`src/rtl/wb_pkg.sv`:
```
// Shared types and constants for the multi-source writeback stage.
package wb_pkg;

    localparam int WB_XLEN    = 64;
    localparam int WB_REGBITS = 5;
    localparam int WB_PCW     = 32;

    typedef enum logic [1:0] {
        IDLE       = 2'd0,
        ECALL_WAIT = 2'd1,
        ECALL_WB   = 2'd2
    } wb_state_e;

    // Plain-vector views of the state encoding for the FSM register
    localparam logic [1:0] ST_IDLE       = IDLE;
    localparam logic [1:0] ST_ECALL_WAIT = ECALL_WAIT;
    localparam logic [1:0] ST_ECALL_WB   = ECALL_WB;

    localparam logic [4:0] A0_IDX   = 5'd10;
    localparam logic [4:0] ZERO_IDX = 5'd0;

    typedef struct packed {
        logic [WB_REGBITS-1:0] rd;
        logic [WB_XLEN-1:0]    data;
        logic [WB_PCW-1:0]     pc;
        logic                  is_ecall;
    } wb_req_t;

endpackage

```
`src/rtl/wb_rr_arb.sv`:
```
// Round-robin arbiter: grants the first requester at or after the pointer.
module wb_rr_arb #(
    parameter int NUM_SRC = 2,
    parameter int IDXW    = (NUM_SRC > 1) ? $clog2(NUM_SRC) : 1
) (
    input  logic               clk,
    input  logic               rst,
    input  logic [NUM_SRC-1:0] req,
    input  logic               advance,
    output logic [NUM_SRC-1:0] grant,
    output logic [IDXW-1:0]    grant_idx,
    output logic               grant_valid
);

    logic [IDXW-1:0] ptr_reg;
    logic [IDXW-1:0] cand [NUM_SRC];

    // cand[gi] is the channel index gi positions after the pointer, wrapped
    generate
        for (genvar gi = 0; gi < NUM_SRC; gi++) begin : g_cand
            assign cand[gi] = ((int'(ptr_reg) + gi) >= NUM_SRC)
                            ? IDXW'(int'(ptr_reg) + gi - NUM_SRC)
                            : IDXW'(int'(ptr_reg) + gi);
        end
    endgenerate

    always_comb begin
        grant_valid = 1'b0;
        grant_idx   = '0;
        for (int k = NUM_SRC - 1; k >= 0; k--) begin
            if (req[cand[k]]) begin
                grant_valid = 1'b1;
                grant_idx   = cand[k];
            end
        end
    end

    assign grant = grant_valid ? (NUM_SRC'(1) << grant_idx) : '0;

    always_ff @(posedge clk or negedge rst) begin
        if (!rst) begin
            ptr_reg <= '0;
        end else if (advance && grant_valid) begin
            ptr_reg <= (grant_idx == IDXW'(NUM_SRC - 1)) ? '0 : grant_idx + IDXW'(1);
        end
    end

endmodule

```
`src/rtl/wb_multi.sv`:
```
// Multi-source writeback stage with round-robin retire and ECALL handshake.
// Define WB_BYPASS_EN to expose the combinational fwd_* forwarding outputs.
module wb_multi
    import wb_pkg::*;
#(
    parameter int NUM_SRC = 2,
    parameter int XLEN    = 64,
    parameter int REGBITS = 5,
    parameter int PCW     = 32
) (
    input  logic                       clk,
    input  logic                       rst,
    input  logic [NUM_SRC-1:0]         src_valid,
    output logic [NUM_SRC-1:0]         src_ready,
    input  logic [NUM_SRC*REGBITS-1:0] src_rd,
    input  logic [NUM_SRC*XLEN-1:0]    src_data,
    input  logic [NUM_SRC*PCW-1:0]     src_pc,
    input  logic [NUM_SRC-1:0]         src_is_ecall,
    input  logic                       flush_in,
    output logic                       ecall_req,
    input  logic                       ecall_ack,
    input  logic [XLEN-1:0]            ecall_ret,
    output logic                       rf_we,
    output logic [REGBITS-1:0]         rf_waddr,
    output logic [XLEN-1:0]            rf_wdata,
    output logic                       flush_out,
    output logic [PCW-1:0]             redirect_pc
`ifdef WB_BYPASS_EN
    ,
    output logic                       fwd_valid,
    output logic [REGBITS-1:0]         fwd_rd,
    output logic [XLEN-1:0]            fwd_data
`endif
);

    localparam int IDXW = (NUM_SRC > 1) ? $clog2(NUM_SRC) : 1;

    logic [1:0]         state_reg;
    logic [PCW-1:0]     pc_reg;
    logic               rf_we_reg;
    logic [REGBITS-1:0] rf_waddr_reg;
    logic [XLEN-1:0]    rf_wdata_reg;
    logic               flush_out_reg;
    logic [PCW-1:0]     redirect_pc_reg;

    logic [REGBITS-1:0] rd_arr   [NUM_SRC];
    logic [XLEN-1:0]    data_arr [NUM_SRC];
    logic [PCW-1:0]     pc_arr   [NUM_SRC];

    generate
        for (genvar gi = 0; gi < NUM_SRC; gi++) begin : g_unpack
            assign rd_arr[gi]   = src_rd[gi*REGBITS +: REGBITS];
            assign data_arr[gi] = src_data[gi*XLEN +: XLEN];
            assign pc_arr[gi]   = src_pc[gi*PCW +: PCW];
        end
    endgenerate

    logic [NUM_SRC-1:0] arb_req;
    logic [NUM_SRC-1:0] grant;
    logic [IDXW-1:0]    grant_idx;
    logic               transfer;

    // Producers are only offered to the arbiter while the stage is idle
    assign arb_req = (state_reg == ST_IDLE) ? src_valid : '0;

    wb_rr_arb #(
        .NUM_SRC(NUM_SRC),
        .IDXW   (IDXW)
    ) u_arb (
        .clk        (clk),
        .rst        (rst),
        .req        (arb_req),
        .advance    (transfer),
        .grant      (grant),
        .grant_idx  (grant_idx),
        .grant_valid(transfer)
    );

    logic [REGBITS-1:0] sel_rd;
    logic [XLEN-1:0]    sel_data;
    logic [PCW-1:0]     sel_pc;
    logic               sel_ecall;
    logic               accept_wr;
    logic               accept_ec;

    assign sel_rd    = rd_arr[grant_idx];
    assign sel_data  = data_arr[grant_idx];
    assign sel_pc    = pc_arr[grant_idx];
    assign sel_ecall = src_is_ecall[grant_idx];
    assign accept_wr = transfer && !flush_in && !sel_ecall;
    assign accept_ec = transfer && !flush_in && sel_ecall;

    assign src_ready = grant;
    assign ecall_req = (state_reg == ST_ECALL_WAIT);

    always_ff @(posedge clk or negedge rst) begin
        if (!rst) begin
            state_reg       <= ST_IDLE;
            pc_reg          <= '0;
            rf_we_reg       <= 1'b0;
            rf_waddr_reg    <= '0;
            rf_wdata_reg    <= '0;
            flush_out_reg   <= 1'b0;
            redirect_pc_reg <= '0;
        end else begin
            rf_we_reg     <= 1'b0;
            flush_out_reg <= 1'b0;
            case (state_reg)
                ST_IDLE: begin
                    if (accept_wr) begin
                        rf_we_reg    <= (sel_rd != REGBITS'(ZERO_IDX));
                        rf_waddr_reg <= sel_rd;
                        rf_wdata_reg <= sel_data;
                    end else if (accept_ec) begin
                        pc_reg    <= sel_pc;
                        state_reg <= ST_ECALL_WAIT;
                    end
                end
                ST_ECALL_WAIT: begin
                    // The a0 write and flush are registered here so they are visible during ECALL_WB
                    if (ecall_ack) begin
                        rf_we_reg       <= 1'b1;
                        rf_waddr_reg    <= REGBITS'(A0_IDX);
                        rf_wdata_reg    <= ecall_ret;
                        flush_out_reg   <= 1'b1;
                        redirect_pc_reg <= pc_reg + PCW'(4);
                        state_reg       <= ST_ECALL_WB;
                    end
                end
                default: begin
                    state_reg <= ST_IDLE;
                end
            endcase
        end
    end

    assign rf_we       = rf_we_reg;
    assign rf_waddr    = rf_waddr_reg;
    assign rf_wdata    = rf_wdata_reg;
    assign flush_out   = flush_out_reg;
    assign redirect_pc = redirect_pc_reg;

`ifdef WB_BYPASS_EN
    assign fwd_valid = accept_wr && (sel_rd != REGBITS'(ZERO_IDX));
    assign fwd_rd    = sel_rd;
    assign fwd_data  = sel_data;
`endif

endmodule

```
`config.mk`:
```
export PLATFORM = sky130hd
export DESIGN_NAME = wb_multi
export DESIGN_NICKNAME = d
export VERILOG_FILES = /design/src/rtl/wb_pkg.sv /design/src/rtl/wb_rr_arb.sv /design/src/rtl/wb_multi.sv
export SDC_FILE = /design/constraint.sdc
export NUM_CORES = 1
export LEC_CHECK = 0
export BUFFER_PORTS_ARGS = -buffer_cell sky130_fd_sc_hd__buf_2
export CORE_AREA = 5 5 144 146
export CTS_BUF_LIST = sky130_fd_sc_hd__clkbuf_2
export CTS_CLUSTER_SIZE = 16
export DETAILED_ROUTE_END_ITERATION = 8
export DIE_AREA = 0 0 149 151
export PLACE_DENSITY = 0.7
export SYNTH_ARGS = -nofsm -noshare
export SYNTH_HDL_FRONTEND = slang
export SYNTH_SLANG_ARGS = --single-unit
```
`constraint.sdc`:
```
create_clock -name clk -period 2.7 [get_ports clk]
set_clock_uncertainty 0.1 [all_clocks]
set_input_delay 0.27 -clock clk [delete_from_list [all_inputs] [get_ports clk]]
set_output_delay 0.27 -clock clk [all_outputs]
set_load 0.01 [all_outputs]
```
# After elaboration in Yosys (flattened, before gate mapping)
# Cells that the tools add are included.
dict set report totals {
  mem_bits_rw 0
  word_cells 77
  latch_bits 0
  in_bits 274
  romBits 0
  output_inout_bits 106
  mem_count 0
  register_bits 138
}
dict set report classes {
  mux 38
  shift 1
  n_div 0
  n_eq_ne 5
  bitwise 2
  n_mul 0
  n_addsub 5
  n_reduce_logical 12
  magnitude_cmp 6
}
# operator n
set ops {}
lappend ops {{2-to-1 mux 64 bit} 5}
lappend ops {{one-hot mux 64 bit (2 select lines)} 1}
lappend ops {{2-to-1 mux 32 bit} 3}
lappend ops {{adder 32 x 3 -> 32 bit, second input constant} 1}
lappend ops {{2-to-1 mux 5 bit} 5}
lappend ops {{2-to-1 mux 1 bit} 16}
lappend ops {{2-to-1 mux 2 bit} 5}
lappend ops {{one-hot mux 5 bit (2 select lines)} 1}
lappend ops {{AND reduction 3 bit} 3}
lappend ops {{less-than comparator 1 x 2 -> 1 bit, second input constant} 3}
lappend ops {{inequality test 2 bit, second input constant} 3}
lappend ops {{nonzero test 5 bit} 1}
lappend ops {{greater-or-equal comparator 2 bit, second input constant} 2}
lappend ops {{one-hot mux 2 bit (2 select lines)} 1}
lappend ops {{logical AND 1 bit} 3}
lappend ops {{adder 1 x 1 -> 2 bit, second input constant} 1}
lappend ops {{equality test 2 x 1 -> 1 bit, second input constant} 1}
lappend ops {{greater-or-equal comparator 1 x 2 -> 1 bit, second input constant} 1}
lappend ops {{logical NOT 1 bit} 2}
lappend ops {{logical NOT 2 bit} 1}
lappend ops {{inequality test 2 x 1 -> 1 bit, second input constant} 1}
lappend ops {{NOT 1 -> 2 bit} 1}
lappend ops {{one-hot mux 1 bit (2 select lines)} 1}
lappend ops {{AND reduction 2 bit} 1}
lappend ops {{5 further kinds} 6}

# Depth between registers and ports, before layout
# Gate-level depths: netlist of run 1.
dict set report depth {
  ltp_word 14
  ltp_mapped 8
  depth_no_buf 6
}

# By module
# Synthesis of run 1 repeated with hierarchy kept, for this count alone.
dict set report hier_totals {
  hier_cells 814
  area_unflattened_um2 7249.5
}
# mod n_inst seq_area_each_um2 area_each_um2 cells_per_inst
set modules_own_cells {}
lappend modules_own_cells {wb_multi 1 3428.3 7180.6 806}
lappend modules_own_cells {wb_rr_arb 1 25.0 68.8 8}

# Worst setup path after synthesis of run 1
# Ideal clock, no wire load.
dict set report synth_timing {
  kind {register to register}
  from {reg u_arb.ptr_reg}
  to {reg rf_wdata_reg[0] (netlist: rf_wdata[0])}
  slack_ns 0.578
  required_time_ns 2.475
  path_buffers 2
  arrival_time_ns 1.897
  stages_incl_launch_ff 8
  setup_ns 0.125
  synth_period_minus_slack_ns 2.122
  path_cell_list {dfrtp_1 -> nand2b_1 -> and4_1 -> or4_4 -> and2_1 -> buf_6 -> buf_6 -> mux2_4}
}
dict set report synth_between {
  elab_chain_len 13
  elab_cells_between_ends 28
  cone_classes {add/sub (3); order compare (2); eq/ne (1); mux (17); bitwise (1); reduce/logical (4)}
}
# element line_no
set synth_lines {}
lappend synth_lines {{start: declaration} wb_rr_arb.sv:15} ;# logic [IDXW-1:0] ptr_reg;
lappend synth_lines {{start signal: assignment} wb_rr_arb.sv:44} ;# ptr_reg <= (grant_idx == IDXW'(NUM_SRC - 1)) ? '0 : grant_idx + IDXW'(1);
lappend synth_lines {{adder 1 x 1 -> 2 bit} wb_rr_arb.sv:21} ;# assign cand[gi] = ((int'(ptr_reg) + gi) >= NUM_SRC)
lappend synth_lines {{greater-or-equal comparator 2 bit / subtractor 1 bit (equally long branches)} {wb_rr_arb.sv:21, wb_rr_arb.sv:22}}
lappend synth_lines {{2-to-1 mux 1 bit} wb_rr_arb.sv:22} ;# ? IDXW'(int'(ptr_reg) + gi - NUM_SRC)
lappend synth_lines {{2-to-1 mux 1 bit (not written as such) (2 in a row)} wb_rr_arb.sv:31} ;# if (req[cand[k]]) begin
lappend synth_lines {{2-to-1 mux 1 bit (2 in a row)} wb_rr_arb.sv:31}
lappend synth_lines {{NOT 1 -> 2 bit (not written as such) / 2-to-1 mux 1 bit (equally long branches)} {wb_multi.sv:87, wb_multi.sv:89}}
lappend synth_lines {{2-to-1 mux 64 bit (not written as such) / 2-to-1 mux 1 bit (equally long branches)} {wb_multi.sv:87, wb_multi.sv:89}}
lappend synth_lines {{2-to-1 mux 64 bit (not written as such) / logical NOT 1 bit (equally long branches)} {wb_multi.sv:87, wb_multi.sv:90}}
lappend synth_lines {{2-to-1 mux 64 bit (not written as such) / logical AND 1 bit (equally long branches)} {wb_multi.sv:87, wb_multi.sv:90}}
lappend synth_lines {{2-to-1 mux 64 bit / inequality test 2 bit (equally long branches)} n/a}
lappend synth_lines {{one-hot mux 64 bit (2 select lines) / AND reduction 3 bit (equally long branches)} n/a}
lappend synth_lines {{end signal: assignment} wb_multi.sv:113} ;# rf_wdata_reg <= sel_data;
lappend synth_lines {{end signal: assignment} wb_multi.sv:124} ;# rf_wdata_reg <= ecall_ret;
lappend synth_lines {{end: declaration} wb_multi.sv:42} ;# logic [XLEN-1:0] rf_wdata_reg;
# Parallel ways exist; a longest one is shown, timed or not. The select of a mux whose other input is x is not followed.
# A chain may end at the register's enable or synchronous reset.

# Worst setup path in the final report of run 1
dict set report layout_timing {
  from {reg state_reg[1]}
  to {reg rf_wdata_reg[59] (netlist: rf_wdata[59])}
}
dict set report layout_between {
  elab_chain_len 12
  elab_cells_between_ends 26
  cone_classes {eq/ne (3); mux (16); bitwise (1); reduce/logical (6)}
}
# element line_no
set layout_lines {}
lappend layout_lines {{start: declaration} wb_multi.sv:38} ;# logic [1:0] state_reg;
lappend layout_lines {{start signal: assignment} wb_multi.sv:98} ;# state_reg <= ST_IDLE;
lappend layout_lines {{start signal: assignment} wb_multi.sv:116} ;# state_reg <= ST_ECALL_WAIT;
lappend layout_lines {{start signal: assignment} wb_multi.sv:127} ;# state_reg <= ST_ECALL_WB;
lappend layout_lines {{logical NOT 2 bit} {wb_multi.sv:64, wb_multi.sv:108}}
lappend layout_lines {{2-to-1 mux 2 bit} wb_multi.sv:64} ;# assign arb_req = (state_reg == ST_IDLE) ? src_valid : '0;
lappend layout_lines {{2-to-1 mux 1 bit (not written as such) (2 in a row)} wb_rr_arb.sv:31}
lappend layout_lines {{2-to-1 mux 1 bit (2 in a row)} wb_rr_arb.sv:31}
lappend layout_lines {{NOT 1 -> 2 bit (not written as such) / 2-to-1 mux 1 bit (equally long branches)} {wb_multi.sv:87, wb_multi.sv:89}}
lappend layout_lines {{2-to-1 mux 64 bit (not written as such) / 2-to-1 mux 1 bit (equally long branches)} {wb_multi.sv:87, wb_multi.sv:89}}
lappend layout_lines {{2-to-1 mux 64 bit (not written as such) / logical NOT 1 bit (equally long branches)} {wb_multi.sv:87, wb_multi.sv:90}}
lappend layout_lines {{2-to-1 mux 64 bit (not written as such) / logical AND 1 bit (equally long branches)} {wb_multi.sv:87, wb_multi.sv:90}}
lappend layout_lines {{2-to-1 mux 64 bit / inequality test 2 bit (equally long branches)} n/a}
lappend layout_lines {{one-hot mux 64 bit (2 select lines) / AND reduction 3 bit (equally long branches)} n/a}
# Parallel ways exist; a longest one is shown, timed or not. The select of a mux whose other input is x is not followed.

==> results of run 1 <==
-- cell families after synthesis --
group                    share of synthesized area [%]
AND/OR/NAND/NOR                                   23.6
buffers and inverters                             3.88
XOR/XNOR                                          3.29
multiplexers                                      17.7
AO/OA/AOI/OAI                                     5.05
adder cells (fa/ha/maj)                          0.168
flip-flops                                        46.3
-- worst register-to-register path, stage by stage (launching register included) --
cell	delay, ns
dfrtp_1	0.44
nor2_2	0.22
a31oi_1	0.20
or4_4	0.61
and2_4	0.32
buf_12	0.23
mux2_4	0.32
-- where the power goes --
group          switching, mW  total [mW]  internal (mW)
logic                   2.40        5.06           2.66
clock network          0.807        1.23          0.420
registers              0.731        3.78           3.05
total                   3.94        10.1           6.13
-- layout make-up --
cell class / instances / area share [%]
Antenna cell: 3 / 0.0623
Clock buffer: 17 / 0.706
Clock inverter: 15 / 1.25
Inverter: 7 / 0.239
Multi-Input combinational cell: 599 / 31.1
Sequential cell: 138 / 28.7
Tap cell: 265 / 2.75
Timing Repair Buffer: 609 / 35.3
-- metrics by stage --
stage	total power, mW	worst slack, ns	std cells
floorplan	6.37	0.578	799
global placement	8.02	0.282	1405
detailed placement	8.13	0.216	1405
CTS	10.0	0.0464	1650
global route	10.8	0.0680	1651
finish	10.1	0.173	1653
-- routing by layer --
metal	global-route usage [%]	part of all wire [%]	vias to the layer above
met3	7.39	8.5	102
li1	-	-	3888
met5	0	0.053	-
met2	41.9	50	408
met4	11.7	4.7	2
met1	27.1	37	3841
-- cell usage in the layout, fill, tap and decap left out, types with 5 or more instances in the layout --
master / n
buf_12: 5
buf_2: 378
buf_4: 11
clkbuf_2: 17
clkinvlp_4: 5
dfrtp_1: 138
dlygate4sd3_1: 212
mux2_1: 6
mux2_4: 60
mux2i_1: 35
nand2_1: 206
nand3_1: 143
nand4_1: 12
nor2_1: 10
nor4_1: 7
o21ai_0: 13
o21ai_1: 54
xnor2_1: 7
xor2_1: 21
-- worst max path at each step --
| stage | depth (start not counted) | to | slack, ns |
|---|---|---|---|
| final | 6 | rf_wdata[59] | 0.17 |
| after CTS | 4 | ecall_req | 0.05 |
| after floorplan | 7 | rf_wdata[0] | 0.58 |
| after global routing | 6 | rf_wdata[55] | 0.07 |
| after detailed placement | 6 | rf_wdata[53] | 0.22 |
| after global placement | 6 | rf_wdata[48] | 0.28 |
-- repair_timing --
item / 4_1_cts / 5_1_grt
gates resized for setup: 0 / 3
endpoints found under the hold margin: 242 / 0
setup endpoints to repair: 0 / 6
hold buffers: 213 / 0
buffers inserted: 0 / 0
==> results.json, run 1 <==
{
  "ir_worst_vdd_mv": 0.477,
  "ant_nets": 0,
  "tightest_slew_ns": 0.746,
  "grt_antenna_before_repair": 3,
  "critPathRequiredTime_ns": 3.18,
  "setup_tns_ns": 0,
  "critPathKind": "reg2reg",
  "yosysTopAreaCellShare_pct": 46.3,
  "layout.nets": 1647,
  "multiInputGateArea_um2": 3740,
  "rows": 51,
  "largest_register_ffs": 64,
  "grt_pass1_vias": 8580,
  "synth_edf_count": 0,
  "synth_most_common_cell": "nand2_1",
  "core-area_um2": 19300,
  "path_cells": "nor2_2 -> a31oi_1 -> or4_4 -> and2_4 -> buf_12 -> mux2_4",
  "p_leak_nw": 6.26,
  "htree_levels": 4,
  "yosysSeqAreaShare_pct": 46.3,
  "min_period_ns": 2.53,
  "drt-total-wl_um": 28200,
  "die_h_um": 151,
  "grt-ovfl-total": 0,
  "fmax_mhz": 396,
  "cts_tree": "built",
  "fp.dieW_um": 149,
  "rr_endpoint": "rf_wdata[59]",
  "grt_use_total_pct": 24.1,
  "cp.arrival_ns": 3.00,
  "rsz0062_at_grt": "no",
  "status": "complete, no violations",
  "path_buf_inv": 1,
  "r2r_cells": 6,
  "slew_violations": 0,
  "setup_viol": 0,
  "routed_via_density": 4.99,
  "p_per_area_nw_per_um2": 836,
  "pin_count": 380,
  "crit_path_start": "state_reg[1]",
  "synthArstFlopShare_pct": 100,
  "vias": 8241,
  "dieArea_um2": 22500,
  "hold_end": "rf_we",
  "place.port_buffers": 379,
  "min_period_over_period_pct": 93.6,
  "syn_area_um2": 7450,
  "crit_family": "simple AND/OR/NAND/NOR gates",
  "whs_path_depth": 4,
  "cts_made_buffers": 17,
  "clk_latency_ns": 0.68,
  "worst_hold_slack_ns": 0.127,
  "cp_slowest_cell": "or4_4",
  "fillers": 1517,
  "cp-end-kind": "register",
  "yosys_warnings": 0,
  "grt_max_degree": 83,
  "path_max_fanout": 20,
  "gp_congestion": 0.805,
  "synthFlopType": "dfrtp_1",
  "synth_area_leaders": "dfrtp_1 46%, mux2_4 12%, nand2_1 10%",
  "synth.avg_cell_area_um2": 9.33,
  "ff2ff_setup_slack_ns": 0.17,
  "syn_nets": 1074,
  "syn_inst": 799,
  "hold_viol_final": 0,
  "syn_to_final_growth_pct": 61.6,
  "yosysUniqueCellTypes": 32,
  "critical_path.max_stage_delay_ns": 0.61,
  "drc": 0,
  "seqCellArea_um2": 3450,
  "cts_root_buffer": "clkbuf_2",
  "yosysTopAreaCell": "dfrtp_1",
  "fin_area_um2": 12000,
  "hpwl_um": 18400,
  "hp-start": "src_is_ecall[1]",
  "slew_headroom_pct": 50.3,
  "holdCritPathClass": "in2reg",
  "drive_gt1_share_pct": 35.9,
  "synthTopCellsByCount": "207 x nand2_1, 144 x nand3_1, 138 x dfrtp_1",
  "utilization_pct": 62.5,
  "post_dp_cell_area_um2": 9650,
  "wl_per_cell_um": 17.1,
  "ys_ff_latch": 138,
  "cts.sinks": 138,
  "start_util_pct": 38.7,
  "drtIter0Drc": 304,
  "crit_path_start_kind": "register",
  "dr.pass1.iters": 5,
  "clk_path_buf_depth": 2,
  "reg2reg_from": "state_reg[1]",
  "grt_pass1_wl_um": 43400,
  "path_clk_slew_ns": 0.23,
  "drv_cap": 0
}
No activity file was read; power rests on OpenSTA's default activity.
==> run 2: changes to the inputs <==
--- a/config.mk
+++ b/config.mk
@@ -6,12 +6,15 @@
 export NUM_CORES = 1
 export LEC_CHECK = 0
 export BUFFER_PORTS_ARGS = -buffer_cell sky130_fd_sc_hd__buf_2
-export CORE_AREA = 5 5 144 146
+export CELL_PAD_IN_SITES_DETAIL_PLACEMENT = 0
+export CELL_PAD_IN_SITES_GLOBAL_PLACEMENT = 1
+export CORE_ASPECT_RATIO = 0.8
+export CORE_MARGIN = 5
+export CORE_UTILIZATION = 34
 export CTS_BUF_LIST = sky130_fd_sc_hd__clkbuf_2
 export CTS_CLUSTER_SIZE = 16
 export DETAILED_ROUTE_END_ITERATION = 8
-export DIE_AREA = 0 0 149 151
-export PLACE_DENSITY = 0.7
+export PLACE_DENSITY_LB_ADDON = 0.1
 export SYNTH_ARGS = -nofsm -noshare
 export SYNTH_HDL_FRONTEND = slang
 export SYNTH_SLANG_ARGS = --single-unit
==> run 2 against run 1 <==
Compared with the run above: first-iteration DRC count rose by 35%; sequential cell count unchanged; total power up 0.99%; cell count increased by 1.3%; fmax down 2.3%; final area up 1.6%; highest routed layer is now met4; clock power rose by 4%; utilization fell by 5.8 points.
==> results.json, run 2 (synthesis gave the netlist of run 1 again) <==
{
  "path_clk_slew_ns": 0.24,
  "slew_headroom_pct": 54.4,
  "dieArea_um2": 25000,
  "grt_pass1_wl_um": 41800,
  "min_period_over_period_pct": 95.8,
  "holdCritPathClass": "in2reg",
  "die_h_um": 142,
  "dr.pass1.iters": 4,
  "min_period_ns": 2.59,
  "pin_count": 380,
  "dpl.cell_count": 1417,
  "crit_path_start_kind": "register",
  "met2_usage_pct": 36.1,
  "comb_power_share_pct": 50.6,
  "grt_max_degree": 68,
  "tightest_slew_ns": 0.684,
  "critical_path.max_stage_delay_ns": 0.57,
  "syn_to_final_growth_pct": 64.2,
  "grt_antenna_before_repair": 3,
  "cp.arrival_ns": 3.11,
  "clk_path_buf_depth": 2,
  "p_leak_nw": 6.36,
  "p_int_mw": 6.25,
  "setup_viol": 0,
  "layout_commonest_cell": "buf_2",
  "slew_violations": 0,
  "grt_use_total_pct": 20.9,
  "hold_viol_final": 0,
  "mostFrequentLayoutCells": "378 x buf_2, 218 x dlygate4sd3_1, 206 x nand2_1",
  "path_cells": "nor2_4 -> nand3_4 -> inv_2 -> buf_12 -> mux2i_1 -> dlygate4sd3_1 -> o21ai_1 -> dlygate4sd3_1",
  "met1_usage_pct": 25.3,
  "swShare_pct": 38.5,
  "drtIter0Drc": 410,
  "status": "complete, no violations",
  "cp-end-kind": "register",
  "wl_per_cell_um": 16.6,
  "cp_common_cell": "dlygate4sd3_1",
  "clock_power_share_pct": 12.6,
  "hpwl_um": 19400,
  "cts_made_buffers": 17,
  "drv_cap": 0,
  "p_per_area_nw_per_um2": 831,
  "fp.dieW_um": 176,
  "gp_congestion": 0.783,
  "rows": 48,
  "cts_tree": "built",
  "cp_slowest_cell": "dlygate4sd3_1",
  "grt-busiest-layer": "met2",
  "grt-ovfl-total": 0,
  "place.port_buffers": 379,
  "rsz0062_at_grt": "no",
  "crit_family": "buffers and inverters",
  "ir_worst_vdd_mv": 0.325,
  "critPathRequiredTime_ns": 3.23,
  "met3_usage_pct": 5.79,
  "htree_levels": 4,
  "critPathKind": "reg2reg",
  "power_switching_mw": 3.91,
  "drt-total-wl_um": 27800,
  "ant_nets": 0,
  "clk_latency_ns": 0.70,
  "routed_via_density": 4.75,
  "layout.nets": 1658,
  "cts_root_buffer": "clkbuf_2",
  "grt_pass1_vias": 8077,
  "path_buf_inv": 4,
  "drive_gt1_share_pct": 36.1,
  "cts.sinks": 138,
  "start_util_pct": 34.6,
  "path_max_fanout": 17,
  "largest_register_ffs": 64,
  "vias": 7946,
  "stdcell_count": 1674,
  "seqPwrFrac_pct": 36.9,
  "drc": 0,
  "fmax_mhz": 387,
  "core-area_um2": 21600,
  "setup_tns_ns": 0
}
-- run 2: cell count changes in the layout (fill, tap and decap cells not counted), sizes merged --
cell,previous run,this run
inv,9,13
buf,397,400
clkinv,6,4
clkinvlp,5,3
clkbuf,17,19
dlygate4sd3,212,218
-- run 2: final cells by class --
class	count	area, um2
diodes	3	7.51
clock buffers	17	85.1
clock inverters	15	163
fillers	1959	9330
inverters	7	26.3
multi-input cells	599	3750
flip-flops and latches	138	3450
well taps	275	344
repair buffers	620	4410
-- run 2: per-stage QoR --
stage	power, mW	instance area [um2]	setup WS, ns	hold WS, ns	utilization, %
CTS	10.2	12200	0.0569	0.0717	56.4
global route	10.9	12200	0.0373	0.0424	56.7
detailed placement	8.21	9700	0.315	0.176	45.0
finish	10.2	12200	0.114	0.143	56.7
floorplan	6.37	7450	0.578	-0.126	-
global placement	8.18	9700	0.365	0.177	45.0
-- run 2: layer usage --
metal	wire, um	vias up
met3	1940	49
met4	727	0
li1	-	3919
met1	11400	3696
met5	0	-
met2	13700	282
-- run 2: power groups by stage --
| stage | logic (mW) | clock network [mW] | registers, mW |
|---|---|---|---|
| 5_1_grt | 5.60 | 1.43 | 3.89 |
| 4_1_cts | 5.15 | 1.35 | 3.75 |
| 3_5_place_dp | 4.43 | 0 | 3.78 |
| 3_3_place_gp | 4.41 | 0 | 3.77 |
| 6_report | 5.14 | 1.28 | 3.75 |
| 2_1_floorplan | 2.32 | 0 | 4.05 |
-- run 2: timing repair --
item,CTS,global route
hold endpoints to repair,242,0
hold buffers,219,0
gates resized for setup,1,2
setup buffers,1,0
gates cloned,0,2
pin swaps,1,0
setup endpoints to repair,2,3
-- run 2: final timing paths --
kind                                 from               to  slack (ns)  depth (start not counted)
min in group asynchronous             rst  redirect_pc[13]        0.54                          4
setup reg to reg             state_reg[1]      rf_waddr[0]        0.11                          8
max in group asynchronous             rst     rf_wdata[23]        1.61                          4
hold reg to reg            redirect_pc[5]   redirect_pc[5]        0.41                          2
setup / recovery             state_reg[1]      rf_waddr[0]        0.11                          8
hold / removal               src_valid[1]            rf_we        0.14                          6
-- run 2: worst min-delay path, cell delays in order --
cell	delay (ns)
buf_2	0.15
nand3_4	0.09
buf_6	0.17
nand2_1	0.07
a21boi_1	0.06
o21ai_1	0.10
